`config.mk`:
```
export PLATFORM = sky130hd
export DESIGN_NAME = counter_run_ctrl
export DESIGN_NICKNAME = d
export VERILOG_FILES = /design/src/rtl/counter_run_ctrl_pkg.sv /design/src/rtl/counter_run_ctrl_tick.sv /design/src/rtl/counter_run_ctrl.sv
export SDC_FILE = /design/constraint.sdc
export NUM_CORES = 1
export LEC_CHECK = 0
export CAP_MARGIN = 5
export CORE_MARGIN = 3
export CORE_UTILIZATION = 49
export CTS_CLUSTER_SIZE = 8
export DETAILED_ROUTE_END_ITERATION = 6
export PLACE_DENSITY = 0.73
export REMOVE_ABC_BUFFERS = 1
export SLEW_MARGIN = 40
export SYNTH_ARGS = -nofsm -noshare
export SYNTH_HDL_FRONTEND = slang
export SYNTH_SLANG_ARGS = --single-unit
```
`constraint.sdc`:
```
create_clock -name clk -period 3.3 [get_ports clk]
set_input_delay 0.33 -clock clk [delete_from_list [all_inputs] [get_ports clk]]
set_output_delay 0.33 -clock clk [all_outputs]
set_load 0.05 [all_outputs]
```
`src/rtl/counter_run_ctrl_pkg.sv`:
```
// Shared definitions for the board counter run controller: FSM encodings and
// the board-level default pacing and terminal-count constants.
package counter_run_ctrl_pkg;

  typedef enum logic [2:0] {
    S_IDLE  = 3'd0,
    S_RUN   = 3'd1,
    S_LAP   = 3'd2,
    S_PAUSE = 3'd3,
    S_DONE  = 3'd4
  } state_t;

  localparam int          DEF_N     = 16;
  localparam int          DEF_DIV   = 500000;
  localparam int          DEF_DIV_W = 20;
  localparam logic [15:0] DEF_LIMIT = 16'hFFFF;

  // RUN and LAP both advance the counter; LAP only freezes the display.
  function automatic logic is_counting(state_t s);
    return (s == S_RUN) || (s == S_LAP);
  endfunction

endpackage

```
`src/rtl/counter_run_ctrl_tick.sv`:
```
// Count-step prescaler: advances while run, keeps its partial period while
// hold, and returns to zero on clr or when neither run nor hold is asserted.
module tick_gen #(
  parameter int DIV   = 4,
  parameter int DIV_W = 3
) (
  input  logic clk,
  input  logic aclr,
  input  logic run,
  input  logic hold,
  input  logic clr,
  output logic tick
);

  localparam logic [DIV_W-1:0] LAST = DIV_W'(DIV - 1);

  logic [DIV_W-1:0] cnt;

  assign tick = run && (cnt == LAST);

  always_ff @(posedge clk or negedge aclr) begin
    if (!aclr)      cnt <= '0;
    else if (clr)   cnt <= '0;
    else if (run)   cnt <= (cnt == LAST) ? '0 : cnt + 1'b1;
    else if (!hold) cnt <= '0;
  end

endmodule

```
`src/rtl/counter_run_ctrl.sv`:
```
// Run controller for the board counter: turns the start/stop and lap/clear
// pushbuttons into paced enable pulses, a clear pulse and the display select.
module counter_run_ctrl
  import counter_run_ctrl_pkg::*;
#(
  parameter int          N     = DEF_N,
  parameter int          DIV   = DEF_DIV,
  parameter int          DIV_W = DEF_DIV_W,
  parameter logic [N-1:0] LIMIT = N'(DEF_LIMIT)
) (
  input  logic         clk,
  input  logic         aclr,
  input  logic         start_n,
  input  logic         lap_n,
  input  logic [N-1:0] count_q,
  output logic         cnt_en,
  output logic         cnt_clr_n,
  output logic [N-1:0] disp,
  output logic         running,
  output logic         done
);

  state_t       state, nxt;
  logic [2:0]   start_sync, lap_sync;
  logic         start_ev, lap_raw, lap_ev;
  logic         tick, at_limit, clr_nxt, latch_lap;
  logic         pre_run, pre_hold, pre_clr;
  logic [N-1:0] lap_reg;

  // Synchronizers idle high so a button held through reset needs a fresh
  // falling edge; [2] is the previous synchronized sample for edge detect.
  always_ff @(posedge clk or negedge aclr) begin
    if (!aclr) start_sync <= 3'b111;
    else       start_sync <= {start_sync[1:0], start_n};
  end

  always_ff @(posedge clk or negedge aclr) begin
    if (!aclr) lap_sync <= 3'b111;
    else       lap_sync <= {lap_sync[1:0], lap_n};
  end

  assign start_ev = start_sync[2] & ~start_sync[1];
  assign lap_raw  = lap_sync[2] & ~lap_sync[1];
  assign lap_ev   = lap_raw & ~start_ev;

  assign pre_run  = is_counting(state);
  assign pre_hold = (state == S_PAUSE);
  assign pre_clr  = (state == S_IDLE) || (state == S_DONE);

  tick_gen #(
    .DIV   (DIV),
    .DIV_W (DIV_W)
  ) u_tick (
    .clk  (clk),
    .aclr (aclr),
    .run  (pre_run),
    .hold (pre_hold),
    .clr  (pre_clr),
    .tick (tick)
  );

  assign at_limit = (count_q == LIMIT);

  // Reaching the terminal count outranks any button in the same cycle.
  always_comb begin
    nxt       = state;
    clr_nxt   = 1'b1;
    latch_lap = 1'b0;
    unique case (state)
      S_IDLE: begin
        if (start_ev)    nxt = S_RUN;
        else if (lap_ev) clr_nxt = 1'b0;
      end
      S_RUN: begin
        if (tick && at_limit) nxt = S_DONE;
        else if (start_ev)    nxt = S_PAUSE;
        else if (lap_ev) begin
          nxt       = S_LAP;
          latch_lap = 1'b1;
        end
      end
      S_LAP: begin
        if (tick && at_limit) nxt = S_DONE;
        else if (start_ev)    nxt = S_PAUSE;
        else if (lap_ev)      nxt = S_RUN;
      end
      S_PAUSE: begin
        if (start_ev) nxt = S_RUN;
        else if (lap_ev) begin
          nxt     = S_IDLE;
          clr_nxt = 1'b0;
        end
      end
      S_DONE: begin
        if (lap_ev) begin
          nxt     = S_IDLE;
          clr_nxt = 1'b0;
        end
      end
      default: nxt = S_IDLE;
    endcase
  end

  always_ff @(posedge clk or negedge aclr) begin
    if (!aclr) begin
      state     <= S_IDLE;
      cnt_en    <= 1'b0;
      cnt_clr_n <= 1'b1;
      disp      <= '0;
      running   <= 1'b0;
      done      <= 1'b0;
      lap_reg   <= '0;
    end else begin
      state     <= nxt;
      running   <= is_counting(nxt);
      done      <= (nxt == S_DONE);
      cnt_clr_n <= clr_nxt;
      cnt_en    <= tick && !at_limit;
      if (latch_lap) lap_reg <= count_q;
      disp      <= (state == S_LAP) ? lap_reg : count_q;
    end
  end

endmodule

```
==> results.py, run 1 <==
metrics = {
    "status": {
        "outcome": "completed",
    },
    "clocking": {
        "cts_buffers": 9,
        "clock_sinks": 65,
        "clk_path_buf_depth": 2,
        "insertion_delay_ns": 0.34,
        "htreeDepth": 3,
        "root_buffer": "clkbuf_8",
        "path_clk_slew_ns": 0.06,
        "cts_tree": "yes",
    },
    "power_and_ir_drop": {
        "p_leak_nw": 1.491,
        "powerDensity_nw_per_um2": 773.1,
        "ir_drop_mv": 0.3659,
    },
    "logic_synthesis": {
        "netlist_instances": 240,
        "async_reset_ff_share_pct": 100.0,
        "ys_ff_latch": 65,
        "synth_edf_count": 0,
        "synth_area_um2": 2874,
        "synth.distinct_cells": 40,
        "syn-mean-instance-area_um2": 11.98,
        "ys_seq_area_share_pct": 56.90,
        "synth_warnings": 0,
        "ys.flop_type": "dfrtp_1",
    },
    "placement": {
        "hpwl_mm": 3.778,
        "place_congestion": 0.8018,
        "port_buffers": 39,
    },
    "global_route": {
        "use_met2_pct": 27.48,
        "antenna_found_initial": 0,
        "grt_pass1_vias": 1911,
        "grt_pass1_wl_mm": 9.252,
        "busiest_layer": "met2",
        "grt_max_degree": 47,
        "grt_overflow": 0,
        "grt_usage_pct": 18.34,
        "grt_use_met3_pct": 4.989,
        "gr-usage-met1_pct": 25.02,
    },
    "critical_path": {
        "end_kind": "flop",
        "critPathMaxFanout": 16,
        "crit_buf_inv": 0,
        "cp_cell_sequence": "ha_1 -> and3_1 -> a41o_2 -> nor2_4 -> mux2_2",
        "critPathRequiredTime_ns": 3.52,
        "slowest_stage": "nor2_4",
        "cp_top_family": "simple AND/OR/NAND/NOR gates",
        "arrival_ns": 2.46,
        "crit_path_start_kind": "flop",
        "max_stage_delay_ns": 0.47,
        "crit_type": "reg -> reg",
    },
    "detailed_routing": {
        "wl_mm": 5.762,
        "via_count": 2038,
        "drtIter0Drc": 138,
        "vias_per_cell": 5.677,
        "ant_nets": 0,
        "drc_errors": 0,
        "drtPass1Iterations": 4,
        "wl_per_cell_um": 16.05,
    },
    "run": {
        "maxCapViolCount": 0,
    },
    "finish": {
        "diodes": 0,
        "area_delta_synth_final_pct": 22.94,
        "largest_register_ffs": 20,
        "nNetsFinal": 303,
        "drive_above_1_share_pct": 21.95,
        "utilization_pct": 63.01,
    },
    "timing": {
        "fmax_mhz": 445.6,
        "hold_viol_final": 0,
        "setup_violations": 0,
        "clock_skew_ns": 0.006331,
        "setup-tns-final_ns": 0,
        "finalCritPeriodShare_pct": 68.01,
        "hold_ws_ns": 0.3561,
        "slew_headroom_pct": 51.78,
        "slew_violations": 0,
        "period_needed_ns": 2.244,
        "rsz0062_at_grt": "no",
        "tightest_slew_ns": 0.7167,
    },
    "floorplan": {
        "fp.dieW_um": 82.59,
        "dieArea_um2": 6820,
        "pin_count": 40,
        "core_area_um2": 5608,
        "initial_utilization_pct": 51.25,
        "fp-row-count": 27,
        "die_height_um": 82.59,
    },
    "min_path": {
        "hp-class": "reg -> reg",
    },
}
[logic make-up (layout without fill, tap and decap cells)]
family                   Yosys count  in the layout  synth area share (%)
AND/OR/NAND/NOR                   78             78                 14.80
flip-flops                        65             65                 56.90
multiplexers                      35             35                 14.93
XOR/XNOR                           3              3                0.9144
AO/OA/AOI/OAI                     45             45                 9.796
adder cells (fa/ha/maj)            1              1                0.4353
buffers and inverters             13             60                 2.220
[worst paths after layout]
path	from	depth (start not counted)	to	slack [ns]
max	u_tick.cnt[0]	5	lap_reg[1]	1.06
min	lap_sync[0]	0	lap_sync[1]	0.36
max reg2reg	u_tick.cnt[0]	5	lap_reg[1]	1.06
min reg2reg	lap_sync[0]	0	lap_sync[1]	0.36
max in group asynchronous	aclr	3	u_tick.cnt[0]	2.09
min in group asynchronous	aclr	2	lap_reg[12]	0.52
[layout by cell type, fill, tap and decap left out, types with 3 or more instances in the layout]
master / count
buf_4: 4
nand3_1: 11
mux2_2: 23
a21oi_1: 13
a41oi_1: 3
nor2b_1: 3
nor2_1: 9
clkdlybuf4s50_1: 38
dfrtp_1: 58
nand2_1: 22
a31oi_1: 15
nand4_1: 9
mux2_4: 10
dfstp_2: 7
and3_1: 5
xnor2_1: 3
o21ai_0: 7
clkbuf_1: 4
clkbuf_8: 9
nor4_1: 3
[layout make-up]
cell class,count,area [um2]
fill,449,2074
clock inverter,3,65.06
clock buffer,13,138.9
multi-input combinational,162,1180
sequential,65,1635
timing repair buffer,43,420.4
inverter,1,3.754
tap,72,90.09
[timing repair]
action	in CTS	in global routing
hold endpoints to repair	9	0
setup endpoints to repair	0	0
gates resized for setup	0	0
hold buffers	1	0
setup buffers	0	0
[per-layer routing]
metal	vias up	part of all wire [%]
met5	-	0
met4	0	1.4
met3	10	5.0
met2	59	47
met1	999	46
li1	970	-
[cells in the mapped netlist (3+ instances only)]
library cell	count	area, um2
o21ai_0	7	35.03
clkbuf_1	5	18.77
mux2_4	10	150.1
xnor2_1	3	26.28
a41oi_1	3	26.28
nand3_1	11	55.05
dfstp_2	7	183.9
a31oi_1	15	93.84
buf_2	5	25.02
a21oi_1	13	65.06
nor4_1	3	18.77
nor3_1	3	15.01
and3_1	5	31.28
mux2_2	23	259.0
dfrtp_1	58	1451
nor2_1	9	33.78
nand2_1	22	82.58
nand4_1	9	56.30
nor2b_1	3	18.77
[power breakdown]
part | leakage, nW | internal [W] | switching [W]
sequential | 0.799 | 0.000989 | 0.000106
clock | 0.102 | 0.000426 | 0.000285
combinational | 0.590 | 0.000394 | 0.000533
total | 1.49 | 0.00181 | 0.000923
[stage by stage]
stage	setup slack, ns	area [um2]	instances	power [W]
3_5_place_dp	0.8434	3314	342	0.002030
3_3_place_gp	0.8758	3312	342	0.002005
6_report	1.056	3533	359	0.002732
2_1_floorplan	1.247	2814	228	0.001738
5_1_grt	0.9498	3533	359	0.002870
4_1_cts	1.047	3528	359	0.002746
Power figures use the tool's default switching activity.
==> run 2, diff against run 1 <==
==> constraint.sdc (replaced) <==
create_clock -name clk -period 2.3 [get_ports clk]
set_input_delay 0.23 -clock clk [delete_from_list [all_inputs] [get_ports clk]]
set_output_delay 0.23 -clock clk [all_outputs]
set_load 0.05 [all_outputs]
==> run 2 against run 1 <==
Against the previous run:
- clock power up 55%
- sequential power up 45%
- global-route usage up 0.71 points
- sequential cell count unchanged
- sequential share of layout area down 1.1 points
- power up 49%
- register-to-register slack worse by 0.78 ns
- first-iteration DRC count up 10%
- critical path type unchanged
- largest power group unchanged
==> results.py, run 2 (synthesis results as in run 1) <==
metrics = {
    "finish": {
        "fill_cells": 461,
        "multi_input_area_um2": 1175,
        "nNetsFinal": 307,
        "drive_above_1_share_pct": 23.71,
        "final_cell_mix": "dfrtp_1 (58), clkdlybuf4s50_1 (38), mux2_2 (23)",
        "final_area_um2": 3620,
        "area_delta_synth_final_pct": 25.95,
        "diodes": 0,
        "largest_register_ffs": 20,
        "final_common_cell": "dfrtp_1",
        "ff_latch_area_um2": 1635,
    },
    "clocking": {
        "insertion_delay_ns": 0.34,
        "clock_sinks": 65,
        "cts_tree": "yes",
        "htreeDepth": 3,
        "clk_path_buf_depth": 2,
        "path_clk_slew_ns": 0.07,
        "root_buffer": "clkbuf_8",
        "cts_resized": 0,
        "cts_buffers": 9,
    },
    "detailed_routing": {
        "drtIter0Drc": 152,
        "ant_nets": 0,
        "via_count": 2030,
        "vias_per_cell": 5.592,
        "wl_per_cell_um": 16.02,
        "drtPass1Iterations": 4,
        "wl_mm": 5.816,
        "drc_errors": 0,
    },
    "critical_path": {
        "timing.rr.start": "u_tick.cnt[10]",
        "crit_type": "reg -> reg",
        "regToRegSetupSlack_ns": 0.28,
        "critPathRequiredTime_ns": 2.52,
        "end_kind": "flop",
        "worst_r2r_endpoint": "lap_reg[8]",
        "ff2ff_path_depth": 6,
        "crit_path_start_kind": "flop",
        "critPathMaxFanout": 16,
        "arrival_ns": 2.25,
    },
    "floorplan": {
        "core_area_um2": 5608,
        "initial_utilization_pct": 51.25,
        "fp-row-count": 27,
        "die_height_um": 82.59,
        "dieArea_um2": 6820,
        "pin_count": 40,
        "fp.dieW_um": 82.59,
    },
    "timing": {
        "slew_violations": 0,
        "hold_viol_final": 0,
        "clock_skew_ns": 0.006871,
        "rsz0062_at_grt": "no",
        "fmax_mhz": 493.9,
        "period_needed_ns": 2.025,
        "slew_headroom_pct": 53.28,
        "tightest_slew_ns": 0.6944,
        "finalCritPeriodShare_pct": 88.02,
        "setup_violations": 0,
    },
    "power_and_ir_drop": {
        "power_w": 0.004072,
        "powerDensity_nw_per_um2": 1125,
        "ir_drop_mv": 0.5510,
        "p_leak_nw": 1.531,
    },
    "global_route": {
        "grt_pass1_wl_mm": 9.625,
        "antenna_found_initial": 0,
        "grt_pass1_vias": 2030,
        "grt_max_degree": 38,
        "grt_overflow": 0,
        "grt_usage_pct": 19.04,
    },
    "placement": {
        "place_congestion": 0.7742,
        "placed_cell_area_um2": 3379,
        "hpwl_mm": 4.001,
        "port_buffers": 39,
    },
    "min_path": {
        "hp-class": "in -> reg",
        "hp-start": "start_n",
        "min_path_cells": 1,
        "min_to": "start_sync[0]",
    },
    "status": {
        "outcome": "completed",
    },
    "run": {
        "maxCapViolCount": 0,
    },
}
## run 2: changes by cell type in the layout (fill, tap and decap cells not counted)
cell and delta:
buf_12 +3, clkbuf_1 -3, clkbuf_8 +2, clkinvlp_4 +2, buf_2 +1, clkinv_2 -1
nor3_1 +1, nor3_2 -1
## run 2: worst max path at each step
stage	startpoint	to	slack, ns	cells past startpoint
3_3_place_gp	count_q[10]	lap_reg[12]	0.02	7
3_5_place_dp	count_q[10]	lap_reg[8]	-0.04	7
2_1_floorplan	u_tick.cnt[0]	lap_reg[0]	0.25	5
6_report	u_tick.cnt[10]	lap_reg[8]	0.28	6
5_1_grt	u_tick.cnt[10]	lap_reg[8]	0.16	6
4_1_cts	u_tick.cnt[10]	lap_reg[8]	0.26	6
## run 2: routing by layer
metal | share of wire (%) | track usage (%) | vias up
met5 | 0 | 0 | -
met4 | 1.2 | 7.353 | 0
met3 | 4.6 | 5.206 | 7
met2 | 50 | 30.85 | 47
met1 | 45 | 24.31 | 1001
li1 | - | - | 975
## run 2: through the flow
stage / setup WS (ns) / std cells / setup TNS [ns] / util, % / hold slack (ns)
finish: 0.2755 / 363 / 0 / 64.55 / 0.2931
global placement: 0.01919 / 346 / 0 / 60.26 / 0.2947
global route: 0.1575 / 363 / 0 / 64.55 / 0.2890
CTS: 0.2637 / 363 / 0 / 64.55 / 0.2754
floorplan: 0.2471 / 228 / 0 / - / -0.06559
detailed placement: -0.04335 / 346 / -0.3960 / 60.26 / 0.3132
## run 2: area by class of cell
cell class                      count  share of cell area [%]
Tap cell                           72                   2.489
Clock buffer                       12                   4.286
Inverter                            1                  0.1037
Multi-Input combinational cell    162                   32.46
Timing Repair Buffer               47                   13.41
Sequential cell                    65                   45.18
Clock inverter                      4                   2.074
## run 2: what timing repair did
| item | CTS | global route |
|---|---|---|
| buffers inserted | 0 | 0 |
| hold buffers | 1 | 0 |
| hold endpoints to repair | 28 | 0 |
| endpoints found under the setup margin | 0 | 0 |
## run 2: critical path, cell delays in order, from the launching register on
cell and delay, ns:
dfrtp_1 0.48, nor4b_2 0.31, and4_1 0.32, a41o_2 0.28, nor2_4 0.06, buf_12 0.15, mux2_4 0.30
## run 2: report_power, final
part / switching [W] / total [W] / internal (W) / leakage, nW
sequential: 0.000156 / 0.00158 / 0.00142 / 0.799
clock: 0.000434 / 0.00110 / 0.000670 / 0.109
combinational: 0.000772 / 0.00139 / 0.000621 / 0.623
==> run 3, diff against run 2 <==
--- a/config.mk
+++ b/config.mk
@@ -10,7 +10,7 @@
 export CORE_UTILIZATION = 49
 export CTS_CLUSTER_SIZE = 8
 export DETAILED_ROUTE_END_ITERATION = 6
-export PLACE_DENSITY = 0.73
+export PLACE_DENSITY = 0.71
 export REMOVE_ABC_BUFFERS = 1
 export SLEW_MARGIN = 40
 export SYNTH_ARGS = -nofsm -noshare
==> run 3 against run 2 <==
Against the previous run:
- register-to-register slack improved by 0.04 ns
- via count down 0.89%
- maximum frequency up 2.1%
- clock-buffer cell count down 3
- cell count increased by 0.28%
- combinational power about the same
- die area unchanged
- utilization is 0.51 points lower
- setup slack improved by 0.041 ns
- first-iteration DRC count decreased by 32%
- clock power down 15%
- critical path depth did not move
- largest power group unchanged
==> results.py, run 3 (synthesis results as in run 1) <==
metrics = {
    "finish": {
        "multi_input_area_um2": 1175,
        "area_delta_synth_final_pct": 24.95,
        "final_area_um2": 3591,
        "nNetsFinal": 308,
        "final_common_cell": "dfrtp_1",
        "final_cell_mix": "dfrtp_1 (58), clkdlybuf4s50_1 (38), mux2_2 (23)",
        "fill_cells": 470,
        "drive_above_1_share_pct": 24.32,
        "ff_latch_area_um2": 1635,
        "diodes": 0,
        "stdcell_count": 364,
        "largest_register_ffs": 20,
    },
    "critical_path": {
        "critPathMaxFanout": 16,
        "arrival_ns": 2.20,
        "slowest_stage": "dfrtp_1",
        "crit_path_start_kind": "flop",
        "cp_cell_sequence": "ha_1 -> and3_1 -> a41o_2 -> nor2_4 -> buf_12 -> mux2_2",
        "end_kind": "flop",
        "worst_r2r_endpoint": "lap_reg[2]",
        "max_stage_delay_ns": 0.40,
        "ff2ff_path_depth": 6,
        "critPathRequiredTime_ns": 2.52,
        "regToRegSetupSlack_ns": 0.32,
        "crit_type": "reg -> reg",
        "timing.rr.start": "u_tick.cnt[0]",
    },
    "floorplan": {
        "fp-row-count": 27,
        "fp.dieW_um": 82.59,
        "initial_utilization_pct": 51.25,
        "die_height_um": 82.59,
        "core_area_um2": 5608,
        "dieArea_um2": 6820,
        "pin_count": 40,
    },
    "timing": {
        "rsz0062_at_grt": "no",
        "finalCritPeriodShare_pct": 86.23,
        "setup_violations": 0,
        "slew_violations": 0,
        "hold_viol_final": 0,
        "fmax_mhz": 504.2,
        "tightest_slew_ns": 0.7108,
        "slew_headroom_pct": 52.18,
        "clock_skew_ns": 0.009577,
        "period_needed_ns": 1.983,
        "setup-tns-final_ns": 0,
    },
    "clocking": {
        "cts_tree": "yes",
        "cts_buffers": 9,
        "root_buffer": "clkbuf_8",
        "path_clk_slew_ns": 0.08,
        "clk_path_buf_depth": 2,
        "clock_sinks": 65,
        "htreeDepth": 3,
        "insertion_delay_ns": 0.34,
        "cts_resized": 0,
    },
    "global_route": {
        "busiest_layer": "met2",
        "grt_pass1_vias": 1880,
        "grt_overflow": 0,
        "grt_pass1_wl_mm": 9.259,
        "grt_max_degree": 43,
        "use_met2_pct": 27.40,
        "grt_usage_pct": 18.67,
        "gr-usage-met1_pct": 24.77,
        "antenna_found_initial": 0,
        "grt_use_met3_pct": 6.291,
    },
    "power_and_ir_drop": {
        "p_leak_nw": 1.527,
        "ir_drop_mv": 0.5779,
        "powerDensity_nw_per_um2": 1084,
    },
    "detailed_routing": {
        "wl_mm": 5.623,
        "ant_nets": 0,
        "via_count": 2012,
        "vias_per_cell": 5.527,
        "wl_per_cell_um": 15.45,
        "drc_errors": 0,
        "drtIter0Drc": 104,
        "drtPass1Iterations": 4,
    },
    "min_path": {
        "min_path_cells": 1,
        "hp-start": "start_n",
        "min_to": "start_sync[0]",
        "hp-class": "in -> reg",
    },
    "placement": {
        "hpwl_mm": 3.844,
        "place_congestion": 0.8325,
        "placed_cell_area_um2": 3387,
        "port_buffers": 39,
        "place_inst": 347,
    },
    "run": {
        "maxCapViolCount": 0,
    },
    "status": {
        "outcome": "completed",
    },
}
-- run 3: cell types whose count changed in the layout (fill, tap and decap cells not counted) --
cell | previous run | this run
buf_4 | 4 | 5
inv_6 | 0 | 1
bufinv_16 | 2 | 1
clkinv_2 | 0 | 3
clkbuf_1 | 1 | 0
clkinvlp_4 | 2 | 1
clkinv_4 | 0 | 1
clkbuf_8 | 11 | 9
-- run 3: cell type report --
type / instances / share of cell area (%)
Clock buffer: 9 / 3.449
Sequential cell: 65 / 45.54
Clock inverter: 7 / 1.951
Timing Repair Buffer: 48 / 13.73
Multi-Input combinational cell: 162 / 32.72
Tap cell: 72 / 2.509
Inverter: 1 / 0.1045
-- run 3: metrics by stage --
step | hold slack, ns | setup slack [ns] | utilization, % | total power (W)
2_1_floorplan | -0.06559 | 0.2471 | - | 0.002494
3_3_place_gp | 0.2460 | 0.1572 | 60.40 | 0.002942
3_5_place_dp | 0.2456 | 0.1543 | 60.40 | 0.002985
4_1_cts | 0.2734 | 0.3136 | 64.03 | 0.003935
5_1_grt | 0.2644 | 0.2156 | 64.03 | 0.004136
6_report | 0.2905 | 0.3167 | 64.03 | 0.003893
-- run 3: per-layer routing --
metal  part of all wire [%]  up-vias
met2                     47       52
met5                      0        -
met4                    2.0        0
met1                     45      965
met3                    5.4       11
li1                       -      984
-- run 3: what timing repair did --
action	CTS	global route
buffers inserted	0	0
endpoints found under the hold margin	23	0
endpoints found under the setup margin	0	0
hold buffers	1	0
-- run 3: critical path: cells and delay by family (launching register included) --
family,cells,cell delay [ns]
adder cells (fa/ha/maj),1,0.24
AND/OR/NAND/NOR,2,0.39
AO/OA/AOI/OAI,1,0.32
flip-flops,1,0.40
multiplexers,1,0.35
buffers and inverters,1,0.18
-- run 3: how the worst max path moves through the flow --
stage / slack (ns) / from / to / cells after the start
floorplan: 0.25 / u_tick.cnt[0] / lap_reg[0] / 5
global placement: 0.16 / count_q[9] / lap_reg[13] / 8
detailed placement: 0.15 / count_q[10] / lap_reg[10] / 8
CTS: 0.31 / u_tick.cnt[0] / lap_reg[2] / 6
global route: 0.22 / u_tick.cnt[0] / u_tick.cnt[18] / 6
finish: 0.32 / u_tick.cnt[0] / lap_reg[2] / 6
-- run 3: report_power, final --
| group | internal (W) | switching, W | total (W) |
|---|---|---|---|
| clock network | 0.000500 | 0.000439 | 0.000938 |
| registers | 0.00142 | 0.000156 | 0.00158 |
| logic | 0.000621 | 0.000758 | 0.00138 |
| total | 0.00254 | 0.00135 | 0.00389 |
